[src/rtl/radix_div_pkg.sv]
// Shared definitions for the radix_div divider: state encoding,
// condition-flag bit positions and the parameter legality check.
package radix_div_pkg;

    // FSM encoding, kept as plain constants for older tool flows
    localparam int          STATE_W    = 2;
    localparam logic [1:0]  ST_IDLE    = 2'd0;
    localparam logic [1:0]  ST_PRESIGN = 2'd1;
    localparam logic [1:0]  ST_ITER    = 2'd2;
    localparam logic [1:0]  ST_POST    = 2'd3;

    // Bit positions inside o_flags = {V,N,C,Z}
    localparam int FLAG_V = 3;
    localparam int FLAG_N = 2;
    localparam int FLAG_C = 1;
    localparam int FLAG_Z = 0;

    // Quotient bits per cycle must be 1, 2 or 4 and evenly divide the width
    function automatic logic bpc_ok(input int bw, input int bpc);
        return ((bpc == 1) || (bpc == 2) || (bpc == 4)) &&
               (bw >= 8) && ((bw % bpc) == 0);
    endfunction

endpackage

[src/rtl/radix_div_step.sv]
// Combinational restoring-division step retiring BPC quotient bits.
// The partial remainder is always kept below the divisor, so its top
// bit is only needed transiently while a new dividend bit is shifted in.
module radix_div_step
    import radix_div_pkg::*;
#(
    parameter int BW  = 32,
    parameter int BPC = 1
) (
    input  logic [BW:0]    i_rem,
    input  logic [BW-1:0]  i_den,
    input  logic [BPC-1:0] i_bits,
    output logic [BW:0]    o_rem,
    output logic [BPC-1:0] o_q
);

    logic [BW:0]   r;
    logic [BW:0]   shifted;
    logic [BW+1:0] diff;

    // BPC chained shift/trial-subtract/restore stages, MSB first
    always_comb begin
        r       = i_rem;
        shifted = '0;
        diff    = '0;
        o_q     = '0;
        for (int i = BPC - 1; i >= 0; i--) begin
            shifted = {r[BW-1:0], i_bits[i]};
            diff    = {1'b0, shifted} - {2'b00, i_den};
            if (!diff[BW+1]) begin
                r      = diff[BW:0];
                o_q[i] = 1'b1;
            end else begin
                r = shifted;
            end
        end
        o_rem = r;
    end

endmodule

[src/rtl/radix_div.sv]
// Multi-cycle signed/unsigned restoring divider with remainder,
// divide-by-zero error and synchronous flush.
// Handshake: i_wr is accepted only in a cycle where o_busy is low; o_busy
// then stays high until the cycle in which o_valid strobes for exactly one
// cycle with the result. o_busy and o_valid are never high together.
module radix_div
    import radix_div_pkg::*;
#(
    parameter int   BW           = 32,
    parameter int   BPC          = 1,
    parameter logic OPT_LOWPOWER = 1'b0
) (
    input  logic               i_clk,
    input  logic               i_reset_n,
    input  logic               i_clear,
    input  logic               i_wr,
    input  logic               i_signed,
    input  logic [BW-1:0]      i_numerator,
    input  logic [BW-1:0]      i_denominator,
    output logic               o_busy,
    output logic               o_valid,
    output logic               o_err,
    output logic [BW-1:0]      o_quotient,
    output logic [BW-1:0]      o_remainder,
    output logic [3:0]         o_flags,
    output logic [STATE_W-1:0] o_state
);

    if (!bpc_ok(BW, BPC)) begin : g_bad_params
        $error("radix_div: BPC must be 1, 2 or 4, divide BW, and BW >= 8");
    end

    localparam int             CNT_W    = $clog2(BW / BPC);
    localparam logic [CNT_W-1:0] CNT_LOAD = CNT_W'(BW / BPC - 1);

    logic [STATE_W-1:0] state;
    logic [BW:0]        rem;       // partial remainder
    logic [BW-1:0]      quo;       // dividend bits out at top, quotient bits in at bottom
    logic [BW-1:0]      den;
    logic [CNT_W-1:0]   cnt;
    logic               sgn, q_neg, r_neg, den_zero;
    logic               valid_r, err_r;
    logic [BW-1:0]      q_r, r_r;
    logic [BW:0]        step_rem;
    logic [BPC-1:0]     step_q;
    logic [BW-1:0]      next_quo;
    logic [3:0]         flags_r;

    radix_div_step #(.BW(BW), .BPC(BPC)) u_step (
        .i_rem  (rem),
        .i_den  (den),
        .i_bits (quo[BW-1 -: BPC]),
        .o_rem  (step_rem),
        .o_q    (step_q)
    );

    assign next_quo = {quo[BW-BPC-1:0], step_q};

    // Divider FSM: accept, fix signs, iterate, fix result signs, strobe
    always_ff @(posedge i_clk or negedge i_reset_n) begin
        if (!i_reset_n) begin
            state    <= ST_IDLE;
            rem      <= '0;
            quo      <= '0;
            den      <= '0;
            cnt      <= '0;
            sgn      <= 1'b0;
            q_neg    <= 1'b0;
            r_neg    <= 1'b0;
            den_zero <= 1'b0;
            valid_r  <= 1'b0;
            err_r    <= 1'b0;
            q_r      <= '0;
            r_r      <= '0;
        end else if (i_clear) begin
            state   <= ST_IDLE;
            valid_r <= 1'b0;
            err_r   <= 1'b0;
        end else begin
            valid_r <= 1'b0;
            err_r   <= 1'b0;
            case (state)
                ST_IDLE: begin
                    if (i_wr) begin
                        quo      <= i_numerator;
                        den      <= i_denominator;
                        rem      <= '0;
                        cnt      <= CNT_LOAD;
                        sgn      <= i_signed;
                        den_zero <= (i_denominator == '0);
                        q_neg    <= i_signed & (i_numerator[BW-1] ^ i_denominator[BW-1]);
                        r_neg    <= i_signed & i_numerator[BW-1];
                        // A zero divisor goes straight to the one-cycle result stage
                        if (i_denominator == '0)
                            state <= ST_POST;
                        else if (i_signed)
                            state <= ST_PRESIGN;
                        else
                            state <= ST_ITER;
                    end
                end
                ST_PRESIGN: begin
                    if (quo[BW-1]) quo <= -quo;
                    if (den[BW-1]) den <= -den;
                    state <= ST_ITER;
                end
                ST_ITER: begin
                    rem <= step_rem;
                    quo <= next_quo;
                    cnt <= cnt - 1'b1;
                    if (cnt == '0) begin
                        if (sgn) begin
                            state <= ST_POST;
                        end else begin
                            state   <= ST_IDLE;
                            valid_r <= 1'b1;
                            q_r     <= next_quo;
                            r_r     <= step_rem[BW-1:0];
                        end
                    end
                end
                default: begin // ST_POST
                    state   <= ST_IDLE;
                    valid_r <= 1'b1;
                    err_r   <= den_zero;
                    if (den_zero) begin
                        q_r <= '0;
                        r_r <= '0;
                    end else begin
                        q_r <= q_neg ? -quo : quo;
                        r_r <= r_neg ? -rem[BW-1:0] : rem[BW-1:0];
                    end
                end
            endcase
        end
    end

    // Condition flags derived from the held quotient
    always_comb begin
        flags_r         = '0;
        flags_r[FLAG_N] = q_r[BW-1];
        flags_r[FLAG_Z] = (q_r == '0);
    end

    assign o_busy      = (state != ST_IDLE);
    assign o_valid     = valid_r;
    assign o_err       = err_r;
    assign o_state     = state;
    assign o_quotient  = (OPT_LOWPOWER && !valid_r) ? '0 : q_r;
    assign o_remainder = (OPT_LOWPOWER && !valid_r) ? '0 : r_r;
    assign o_flags     = (OPT_LOWPOWER && !valid_r) ? 4'b0000 : flags_r;

endmodule

[config.mk]
export PLATFORM = sky130hd
export DESIGN_NAME = radix_div
export DESIGN_NICKNAME = d
export VERILOG_FILES = /design/src/rtl/radix_div_pkg.sv /design/src/rtl/radix_div_step.sv /design/src/rtl/radix_div.sv
export SDC_FILE = /design/constraint.sdc
export NUM_CORES = 1
export LEC_CHECK = 0
export CORE_ASPECT_RATIO = 0.7
export CORE_MARGIN = 2
export CORE_UTILIZATION = 49
export CTS_CLUSTER_DIAMETER = 120
export CTS_CLUSTER_SIZE = 16
export DETAILED_ROUTE_END_ITERATION = 6
export PLACE_DENSITY_LB_ADDON = 0.08
export SYNTH_ARGS = -nofsm -noshare
export SYNTH_HDL_FRONTEND = slang
export SYNTH_SLANG_ARGS = --single-unit
[constraint.sdc]
create_clock -name i_clk -period 4.9 [get_ports i_clk]
set_input_delay 0.49 -clock i_clk [delete_from_list [all_inputs] [get_ports i_clk]]
set_output_delay 0.49 -clock i_clk [all_outputs]
set_load 0.1 [all_outputs]
==> flow_summary.ini, run 1 <==
[drt]
drt_iter0_drc = 1474
dr.pass1.iters = 7
detail-route-antenna-nets = 0
avgRoutedWirePerCell_um = 20.7
vias_per_cell = 6.25
drc = 0
vias = 12200
wirelength_um = 40400

[cells_and_area]
synthToLayoutAreaGrowth_pct = 17.0
stdcell_area_um2 = 14700
nets = 1725
final_cells = 1951
drive_gt1_share_pct = 6.09
diodes = 0

[sta]
max-slew-margin-rel_pct = 23.4
finalCritPeriodShare_pct = 75.1
hold_viol_final = 0
min_period_ns = 3.68
max_freq_mhz = 272
drv_slew = 0
setup_tns_ns = 0
grt_setup_unrepaired = false
worst_slack_ns = 1.22
final-setup-viol-count = 0
worstMarginPinSlew_ns = 1.15
clock_skew_ns = 0.0109

[yosys]
yosysTopAreaCell = dfrtp_1
ys_seq_area_share_pct = 34.5
ys_ff_latch = 173
ys_warn_count = 0
synth_top_area_share_pct = 34.5
synthCells = 1550
ys_top_cells_by_area = dfrtp_1 (35%), o21ai_0 (7.5%), nand2_1 (5.8%)
ys_async_sr_fraction_pct = 100
synth_area_um2 = 12500
synth_edf_count = 0
ys.flop_type = dfrtp_1
ys_types = 87
avgSynthCellArea_um2 = 8.09

[global_routing]
overflow = 0
grt_max_degree = 94
antenna_found_initial = 0
grt_pass1_vias = 10900
grt_pass1_wl_um = 63600
gr-usage-all-layers_pct = 30.5

[setup_path]
crit_family = compound AO/OA/AOI/OAI gates
cp_num_buf_inv = 1
reg2reg_depth = 6
crit_path_start_kind = flop
r2r_end = den[16]
r2r_slack_ns = 1.22
arrival_ns = 4.00
cp.required_ns = 5.22
critPathKind = reg2reg
worstSetupEndpointType = flop
r2r_start = o_state[1]
path_cells = inv_1, ha_1, nand2_1, a21oi_1, o21ai_0, a221o_1
crit_fanout = 33
slowest_stage = a21oi_1
critPathMaxStageDelay_ns = 1.14

[placed_design]
place.gp.congestion = 0.945
place_hpwl_um = 28800
place_worst_setup_slack_ns = 1.32
placed_area_um2 = 14000
placed_cells = 1919
numPortBuffers = 139

[cts]
numCtsBuffers = 17
cts.sinks = 173
postCtsSetupBuffers = 0
cts_buffer_depth = 2
clk_pin_slew_ns = 0.07
hold_buffers = 0
cts_root_buf = clkbuf_16
insertion_delay_ns = 0.44
cts_tree = built
cts.htree.levels = 4
cts_resized = 0

[die]
core_um2 = 24900
dieHeight_um = 138
start_util_pct = 50.4
io_pins = 142
dieWidth_um = 195
die_area_um2 = 26900
num_rows = 48

[job]
cap_viol_max_count = 0

[status]
status = finished clean

[min_path]
hold_class = in2async
cells in the mapped netlist, types with 4 or more instances:
library cell	number
mux2_2	4
nand2b_1	13
buf_1	11
o22ai_1	13
o41ai_1	6
mux2i_1	29
dfrtp_1	173
a31oi_1	30
xnor2_1	69
o211ai_1	32
o21ai_0	187
buf_2	9
o31ai_1	16
a221oi_1	10
nand3_1	23
nand4_1	9
and2_1	5
o21ai_1	6
nor3_1	45
nor2b_1	4
a21o_1	13
and3_1	7
clkbuf_1	86
or4_4	5
o21a_1	7
a211o_1	4
or2_2	8
o221ai_1	4
buf_4	5
a21oi_1	98
xor2_1	23
a22oi_1	31
or3_1	20
nand2_1	192
a32oi_1	9
nor2_1	117
inv_1	58
nor4_1	26
nand3b_1	4
ha_1	42
a2111oi_0	4
a211oi_1	12
or4_1	7
per-layer routing:
layer  share of wire [%]  wire length, um  global-route usage (%)  vias to the layer above
met1                  53            21300                    50.4                     5871
met2                  38            15400                    39.6                      537
met4                0.48              195                    5.00                        0
met5                   0                0                       0                        -
li1                    -                -                       -                     5781
met3                 8.7             3520                    6.51                       14
sequential cells by signal, summed over array words and instances (netlist names):
signal and flops:
rem 32, cnt 5, sgn 1, o_valid 1
den 32, o_remainder 32, o_err 1, o_state 2
r_neg 1, den_zero 1, o_quotient 32, q_neg 1
quo 32
how the worst max path moves through the flow:
stage | from | end | slack, ns | cells past startpoint
4_1_cts | o_state[1] | den[16] | 1.30 | 6
5_1_grt | o_state[1] | den[16] | 0.99 | 6
2_1_floorplan | o_state[0] | quo[26] | 1.00 | 11
3_5_place_dp | o_state[1] | den[16] | 1.32 | 6
6_report | o_state[1] | den[16] | 1.22 | 6
3_3_place_gp | o_state[1] | den[16] | 1.33 | 6
cells in the final DEF, fill, tap and decap left out, types with 23 or more instances in the layout:
cell type and instances:
nand2_1 192, o21ai_0 187, dfrtp_1 173, clkdlybuf4s50_1 138, nor2_1 116, a21oi_1 98
xnor2_1 69, inv_1 58, nor3_1 45, ha_1 40, o211ai_1 32, a22oi_1 31
a31oi_1 30, mux2i_1 29, nor4_1 26, xor2_1 23
logic make-up after synthesis:
kind of cell	after synthesis	share of synthesized area (%)
compound gates	522	26.1
xor+xnor	92	6.43
fa+ha+maj	43	4.35
buf+inv	173	5.57
flops	173	34.5
mux	33	2.68
other cells	1	0.0299
simple gates	513	20.3
stage by stage:
stage / hold WS, ns / util, %
3_5_place_dp: 0.497 / 56.4
2_1_floorplan: 0.194 / -
3_3_place_gp: 0.493 / 56.4
5_1_grt: 0.229 / 59.0
4_1_cts: 0.201 / 59.0
6_report: 0.162 / 59.0
worst register-to-register path, stage by stage, from the launching register on:
cell,delay (ns)
dfrtp_1,0.42
inv_1,0.12
ha_1,0.49
nand2_1,0.80
a21oi_1,1.15
o21ai_0,0.23
a221o_1,0.36
area by class of cell:
| cell class | instances | area (um^2) |
|---|---|---|
| Clock buffer | 19 | 443 |
| Clock inverter | 13 | 189 |
| Fill cell | 2286 | 10200 |
| Inverter | 59 | 221 |
| Multi-Input combinational cell | 1205 | 7530 |
| Sequential cell | 173 | 4330 |
| Tap cell | 325 | 407 |
| Timing Repair Buffer | 157 | 1540 |
Power of run 1 is left out: the tool's default activity adds up to more than one toggle a clock period on the data nets, which glitch-free logic cannot reach.
==> run 2: changes to the inputs <==
==> constraint.sdc (replaced) <==
create_clock -name i_clk -period 2.99 [get_ports i_clk]
set_input_delay 0.299 -clock i_clk [delete_from_list [all_inputs] [get_ports i_clk]]
set_output_delay 0.299 -clock i_clk [all_outputs]
set_load 0.1 [all_outputs]
==> flow_summary.ini, run 2 (synthesis results as in run 1) <==
[status]
status = finished clean

[setup_path]
crit_path_start_kind = flop
cp.required_ns = 3.33
critPathKind = reg2reg
worstSetupEndpointType = flop
critPathMaxStageDelay_ns = 0.45
crit_path_frequent_cell = a21oi_1
arrival_ns = 3.27
slowest_stage = dfrtp_1
crit_family = compound AO/OA/AOI/OAI gates
cp_num_buf_inv = 2
path_cells = ha_1, a21oi_1, o21ai_2, a21o_1, a21oi_1, nand2b_1, o31a_1, buf_6, clkbuf_16, mux2i_2, o31ai_1
crit_fanout = 8

[cells_and_area]
layout_common_cells = nand2_1 (191), o21ai_0 (184), buf_4 (179)
fillers = 2209
final_common_cell = nand2_1
nets = 1825
drive_gt1_share_pct = 18.9
multi_input_area_um2 = 7780
diodes = 0
ff_latch_area_um2 = 4340
synthToLayoutAreaGrowth_pct = 23.9

[sta]
max_freq_mhz = 341
finalCritPeriodShare_pct = 98.1
max-slew-margin-rel_pct = 53.3
hold_viol_final = 0
setup_tns_ns = 0
clock_skew_ns = 0.0155
min_period_ns = 2.93
final-setup-viol-count = 0
drv_slew = 0
worstMarginPinSlew_ns = 0.701

[cts]
cts.sinks = 173
cts_root_buf = clkbuf_16
insertion_delay_ns = 0.44
clk_pin_slew_ns = 0.07
numCtsBuffers = 17
cts.htree.levels = 4
cts_buffer_depth = 2
cts_tree = built

[drt]
vias = 12600
drc = 0
wirelength_um = 41800
vias_per_cell = 6.14
dr.pass1.iters = 5
detail-route-antenna-nets = 0
drt_iter0_drc = 1251
avgRoutedWirePerCell_um = 20.4

[die]
core_um2 = 24900
num_rows = 48
dieWidth_um = 195
dieHeight_um = 138
die_area_um2 = 26900
io_pins = 142
start_util_pct = 50.4

[job]
cap_viol_max_count = 0

[placed_design]
numPortBuffers = 139
place.gp.congestion = 0.960
place_hpwl_um = 31000

[global_routing]
overflow = 0
grt_pass1_vias = 11000
grt_pass1_wl_um = 64300
gr-usage-all-layers_pct = 30.8
antenna_found_initial = 1
grt_max_degree = 67

[min_path]
hold_class = in2async
## run 2: cell types whose count changed in the layout (fill, tap and decap cells not counted), sizes merged
cell	before	now
buf	19	188
bufinv	4	1
clkbuf	19	24
clkdlybuf4s50	138	67
clkinv	7	6
clkinvlp	1	3
dlygate4sd3	0	1
inv	60	58
## run 2: through the flow
stage | setup slack (ns) | std cells | cell area (um^2) | hold WS [ns] | utilization [%]
after floorplan | 0.0137 | 1551 | 12600 | 0.00341 | -
after global placement | 0.0309 | 2010 | 14600 | 0.0884 | 58.8
after detailed placement | 0.0217 | 2010 | 14600 | 0.0868 | 58.8
after CTS | 0.0166 | 2043 | 15200 | 0.199 | 61.1
after global routing | -0.0286 | 2051 | 15500 | 0.219 | 62.4
final | 0.0570 | 2051 | 15500 | 0.231 | 62.4
## run 2: area by class of cell
| cell class | instances | share of cell area (%) |
|---|---|---|
| Timing Repair Buffer | 257 | 14.2 |
| Tap cell | 325 | 2.62 |
| Multi-Input combinational cell | 1205 | 50.1 |
| Clock inverter | 9 | 0.556 |
| Clock buffer | 23 | 3.08 |
| Inverter | 59 | 1.45 |
| Sequential cell | 173 | 28.0 |
## run 2: per-layer routing
metal | GRT usage [%] | up-vias | routed length, um
li1 | - | 5971 | -
met5 | 0 | - | 0
met4 | 5.47 | 0 | 391
met2 | 38.0 | 605 | 15400
met3 | 7.27 | 24 | 4560
met1 | 51.8 | 6001 | 21500
## run 2: timing repair
action | 4_1_cts | 5_1_grt
resized for setup | 1 | 63
hold buffers | 1 | 0
setup buffers | 0 | 6
hold endpoints to repair | 123 | 0
cloned | 0 | 2
setup endpoints to repair | 1 | 62
pin swaps | 0 | 14
## run 2: worst paths after layout
| kind | start | endpoint | slack [ns] | depth (start not counted) |
|---|---|---|---|---|
| min in group i_clk | i_denominator[0] | den[0] | 0.47 | 3 |
| max in group asynchronous | i_reset_n | quo[8] | 1.90 | 3 |
| min reg2reg | o_remainder[24] | o_remainder[24] | 0.50 | 2 |
| min | i_reset_n | o_remainder[10] | 0.23 | 2 |
| max reg2reg | rem[25] | rem[26] | 0.06 | 11 |
| max | rem[25] | rem[26] | 0.06 | 11 |
Power of run 2 is left out for the same reason.
